==> src/rtl/cvxif_result_buffer.sv <==
// CV-X-IF writeback buffer: pairs PAU results with queued issue tags (id, rd)
// and presents them in order on the core-facing result channel.
module cvxif_result_buffer #(
    parameter int DEPTH = 4,
    parameter int ID_W  = 4,
    parameter int XLEN  = 32
) (
    input  logic            clk,
    input  logic            rst,
    input  logic            issue_fire,
    input  logic [ID_W-1:0] issue_id,
    input  logic [4:0]      issue_rd,
    output logic            issue_stall,
    input  logic            pau_result_valid,
    output logic            pau_result_ready,
    input  logic [XLEN-1:0] pau_result_data,
    output logic            result_valid,
    input  logic            result_ready,
    output logic [ID_W-1:0] result_id,
    output logic [4:0]      result_rd,
    output logic            result_we,
    output logic [XLEN-1:0] result_data,
    output logic            tag_overflow,
    output logic            orphan_result
);

    localparam int AW    = $clog2(DEPTH);
    localparam int PW    = AW + 1;
    localparam int TAG_W = ID_W + 5;
    localparam int RES_W = TAG_W + XLEN;

    logic [TAG_W-1:0] tag_mem [DEPTH];
    logic [RES_W-1:0] res_mem [DEPTH];
    logic [PW-1:0]    tag_wr, tag_rd, res_wr, res_rd;

    logic tag_full, tag_empty, res_full, res_empty;
    logic tag_push, pau_fire, res_pop;
    logic [TAG_W-1:0] tag_head;
    logic [RES_W-1:0] res_head;

    // The extra pointer MSB distinguishes a full FIFO from an empty one.
    assign tag_full  = (tag_wr[AW-1:0] == tag_rd[AW-1:0]) && (tag_wr[AW] != tag_rd[AW]);
    assign tag_empty = (tag_wr == tag_rd);
    assign res_full  = (res_wr[AW-1:0] == res_rd[AW-1:0]) && (res_wr[AW] != res_rd[AW]);
    assign res_empty = (res_wr == res_rd);

    assign issue_stall      = tag_full;
    assign pau_result_ready = !tag_empty && !res_full;
    assign result_valid     = !res_empty;
    assign result_we        = result_valid;

    assign tag_push = issue_fire && !tag_full;
    assign pau_fire = pau_result_valid && pau_result_ready;
    assign res_pop  = result_valid && result_ready;

    assign tag_head = tag_mem[tag_rd[AW-1:0]];
    assign res_head = res_mem[res_rd[AW-1:0]];

    assign result_id   = res_head[RES_W-1 -: ID_W];
    assign result_rd   = res_head[XLEN +: 5];
    assign result_data = res_head[XLEN-1:0];

    always_ff @(posedge clk) begin
        if (rst) begin
            tag_wr <= '0;
            tag_rd <= '0;
            for (int i = 0; i < DEPTH; i++) tag_mem[i] <= '0;
        end else begin
            if (tag_push) begin
                tag_mem[tag_wr[AW-1:0]] <= {issue_id, issue_rd};
                tag_wr <= tag_wr + 1'b1;
            end
            if (pau_fire) tag_rd <= tag_rd + 1'b1;
        end
    end

    always_ff @(posedge clk) begin
        if (rst) begin
            res_wr <= '0;
            res_rd <= '0;
            for (int i = 0; i < DEPTH; i++) res_mem[i] <= '0;
        end else begin
            if (pau_fire) begin
                res_mem[res_wr[AW-1:0]] <= {tag_head, pau_result_data};
                res_wr <= res_wr + 1'b1;
            end
            if (res_pop) res_rd <= res_rd + 1'b1;
        end
    end

    // Sticky protocol-error flags, cleared only by reset.
    always_ff @(posedge clk) begin
        if (rst) begin
            tag_overflow  <= 1'b0;
            orphan_result <= 1'b0;
        end else begin
            if (issue_fire && tag_full)        tag_overflow  <= 1'b1;
            if (pau_result_valid && tag_empty) orphan_result <= 1'b1;
        end
    end

endmodule

==> config.mk <==
export PLATFORM = sky130hd
export DESIGN_NAME = cvxif_result_buffer
export DESIGN_NICKNAME = d
export VERILOG_FILES = /design/src/rtl/cvxif_result_buffer.sv
export SDC_FILE = /design/constraint.sdc
export NUM_CORES = 1
export LEC_CHECK = 0
export BUFFER_PORTS_ARGS = -buffer_cell sky130_fd_sc_hd__buf_4
export CAP_MARGIN = 10
export CORE_MARGIN = 1
export CORE_UTILIZATION = 39
export DETAILED_ROUTE_END_ITERATION = 6
export GPL_TIMING_DRIVEN = 0
export HOLD_SLACK_MARGIN = 0.15
export PLACE_DENSITY_LB_ADDON = 0.25
export SLEW_MARGIN = 40
export SYNTH_ARGS = -nofsm -noshare
export SYNTH_HDL_FRONTEND = slang
export SYNTH_SLANG_ARGS = --single-unit
==> constraint.sdc <==
create_clock -name clk -period 3.61 [get_ports clk]
set_input_delay 0.361 -clock clk [delete_from_list [all_inputs] [get_ports clk]]
set_output_delay 0.361 -clock clk [all_outputs]
set_load 0.05 [all_outputs]
==> metrics.md <==
| Metric | Value |
|---|---|
| Status | `finished clean` |
| Worst rel slew slack | `50.9%` |
| Cell Count Post-Placement | `993` |
| CTS sink cnt | `218` |
| Max-cap viol count | `0` |
| Clk root buf | `clkbuf_16` |
| Via count | `5269` |
| Leak | `0.00443 uW` |
| Largest net degree at the start of global routing | `42` |
| Gr usage total | `16.2%` |
| Synth cell count leaders | `200 x edfxtp_1, 192 x and2_1, 50 x mux4_2` |
| Crit path largest cell delay | `0.69 ns` |
| Clock latency on the worst-skew pair | `0.52 ns` |
| Number of H-tree levels | `1` |
| Yosys warnings | `0` |
| Gate Count Post-Synth | `582` |
| Vert. Die Dim | `159 um` |
| Crit path max fanout | `41` |
| Sequential area share after synthesis | `66.6%` |
| R2r startpoint | `res_wr[1]` |
| First-pass GRT wire length | `30300 um` |
| Finished Layout Cells | `1075` |
| Worst path cell trace | `xor2_1 > nor3_4 > nor4b_4 > or2_4` |
| GPL Wtd Cong | `0.727` |
| Final Net Count | `790` |
| Area delta synth->final | `23.6%` |
| Tcrit/Tclk final | `75.6%` |
| Clk buf depth | `3` |
| Post_cts resized | `0` |
| Filler cells | `2032` |
| Drt drc | `0` |
| Yosys reg bits | `218` |
| Syn Area/Cell | `16.4 um^2` |
| Post-Syn Nets | `632` |
| Max-slew violations | `0` |
| Cell taking the most area after synthesis | `edfxtp_1` |
| Final min period | `2.73 ns` |
| Main synth FF type | `edfxtp_1` |
| HP Class | `in2reg` |
| 1st-iter DRT viols | `204` |
| Hold Startpoint | `issue_rd[0]` |
| Overall Power | `7330 uW` |
| RSZ-0062 raised after global routing | `false` |
| Total CTS buffers | `24` |
| Slowest CP cell | `or2_4` |
| Initial Utilization | `40.2%` |
| Ys async rst share | `0%` |
| WS Path Type | `reg2reg` |
| Detail Route Antenna Nets | `0` |
| Post-synth EDFFs | `200` |
| PwrDens | `621 nW/um^2` |
| Synth top area share | `62.9%` |
| Largest cells by area after synthesis | `edfxtp_1 63%, and2_1 13%, mux4_2 12%, dfxtp_1 3.8%, xor2_1 0.64%` |
| Hold Fails Final Rpt | `0` |
| Vias in the first global route | `5516` |
| Gr ovfl total | `0` |
| Crit path DAT | `2.87 ns` |
| Worst EP required | `3.75 ns` |
| TritonCTS clock tree | `built` |
| WL final | `19600 um` |
| Most frequent cell after synthesis | `edfxtp_1` |
| Final setup vio count | `0` |
| Place WS | `0.885 ns` |
| Final WS setup | `0.882 ns` |
| Reg clk slew, reported paths | `0.06 ns` |
| Worst slew pin tran | `0.736 ns` |
| CP Capture Type | `flip-flop` |
| Startpoint class of the critical path | `flip-flop` |
| Sum of negative setup slack | `0 ns` |
| Final setup skew | `0.00772 ns` |
| Avg Vias per Cell | `4.90` |
| Die X | `159 um` |
| Fraction of layout cells with a size suffix above 1 | `29.9%` |
| Num rows | `56` |
| Ant diodes | `0` |
| Max Clock Freq | `0.367 GHz` |
| Antenna violations before repair | `0` |
| Peak VDD IR | `0.000337 V` |
| CP Launch Point | `res_wr[1]` |
| Area of the mapped netlist | `9550 um^2` |
| Top Ports | `93` |
| IO Port Bufs | `92` |
| DRT Pass-1 Iters | `4` |
| Unique masters post-synth | `38` |
| Core region area | `23800 um^2` |
| Post-DP HPWL | `12000 um` |
| Die Footprint | `25100 um^2` |
| WL per Instance | `18.2 um` |
[per-layer routing]
| layer | GRT usage [%] | vias up | part of all wire (%) | wire length, um |
|---|---|---|---|---|
| li1 | - | 2468 | - | - |
| met1 | 20.2 | 2644 | 41 | 8030 |
| met2 | 29.1 | 122 | 52 | 10100 |
| met3 | 2.53 | 35 | 5.1 | 1000 |
| met4 | 4.85 | 0 | 2.2 | 422 |
| met5 | 0 | - | 0 | 0 |
[cell type report]
type	instances	area [um^2]	share of cell area [%]
clock inverter	11	61.3	0.519
buffer	32	153	1.29
tap	319	399	3.38
sequential	218	6370	53.9
inverter	1	3.75	0.0318
clock buffer	31	658	5.58
multi-input combinational	331	3070	26.0
timing repair buffer	132	1090	9.24
[stage by stage]
stage	hold WS, ns	utilization [%]	instance area, um^2
after floorplan	0.464	-	9550
after global placement	0.458	44.8	10600
after detailed placement	0.466	45.0	10700
after CTS	0.154	49.7	11800
after global routing	0.166	49.7	11800
final	0.172	49.7	11800
[sequential cells by signal, summed over array words and instances, names as in the netlist, named ones only]
| name | count |
|---|---|
| tag_rd | 3 |
| orphan_result | 1 |
| res_rd | 3 |
| res_mem | 164 |
| tag_overflow | 1 |
| res_wr | 3 |
| tag_wr | 3 |
| tag_mem | 36 |
[power by group]
group / internal, uW / switching (uW) / total, uW / leakage, uW
logic: 766 / 1290 / 2060 / 0.00187
clock network: 1280 / 949 / 2230 / 0.000344
registers: 2980 / 68.6 / 3050 / 0.00222
[critical path, delay by kind of cell, from the launching register on]
family	cells	cell delay [ns]
and+or+nand+nor	3	1.47
xor gates and xnor gates	1	0.38
DFF	1	0.47
[kinds of logic after synthesis]
| logic type | share of synthesized area [%] |
|---|---|
| flip-flops | 66.6 |
| XOR/XNOR | 1.17 |
| buffers and inverters | 1.62 |
| multiplexers | 12.6 |
| adder cells (fa/ha/maj) | 0.524 |
| AO/OA/AOI/OAI | 0.943 |
| AND/OR/NAND/NOR | 16.5 |
[repair_timing]
item | CTS | global route
setup buffers | 0 | 0
hold endpoints to repair | 120 | 0
hold buffers | 40 | 0
[final timing paths]
| check | endpoint | slack [ns] | depth (start not counted) |
|---|---|---|---|
| hold reg to reg | orphan_result | 0.48 | 2 |
| setup reg to reg | res_mem[0][14] | 0.88 | 4 |
| setup / recovery | res_mem[0][14] | 0.88 | 4 |
| hold / removal | tag_mem[3][0] | 0.17 | 2 |
[placed cells by master (no fill, tap or decap), drive strengths merged, types with 3 or more instances in the layout]
master	synthesis	layout
nor3	4	4
mux2i	4	4
nor2	13	13
and2	200	200
or2	6	6
buf	13	104
clkbuf	19	51
clkinvlp	0	3
nor3b	5	5
clkinv	0	8
o311ai	3	3
mux4	50	50
ha	4	4
dfxtp	18	18
a21oi	4	4
edfxtp	200	200
o31ai	4	4
dlygate4sd3	0	40
xor2	9	9
mux2	3	3
nand2	8	8
Note: power is estimated with default switching activity, not from simulation.
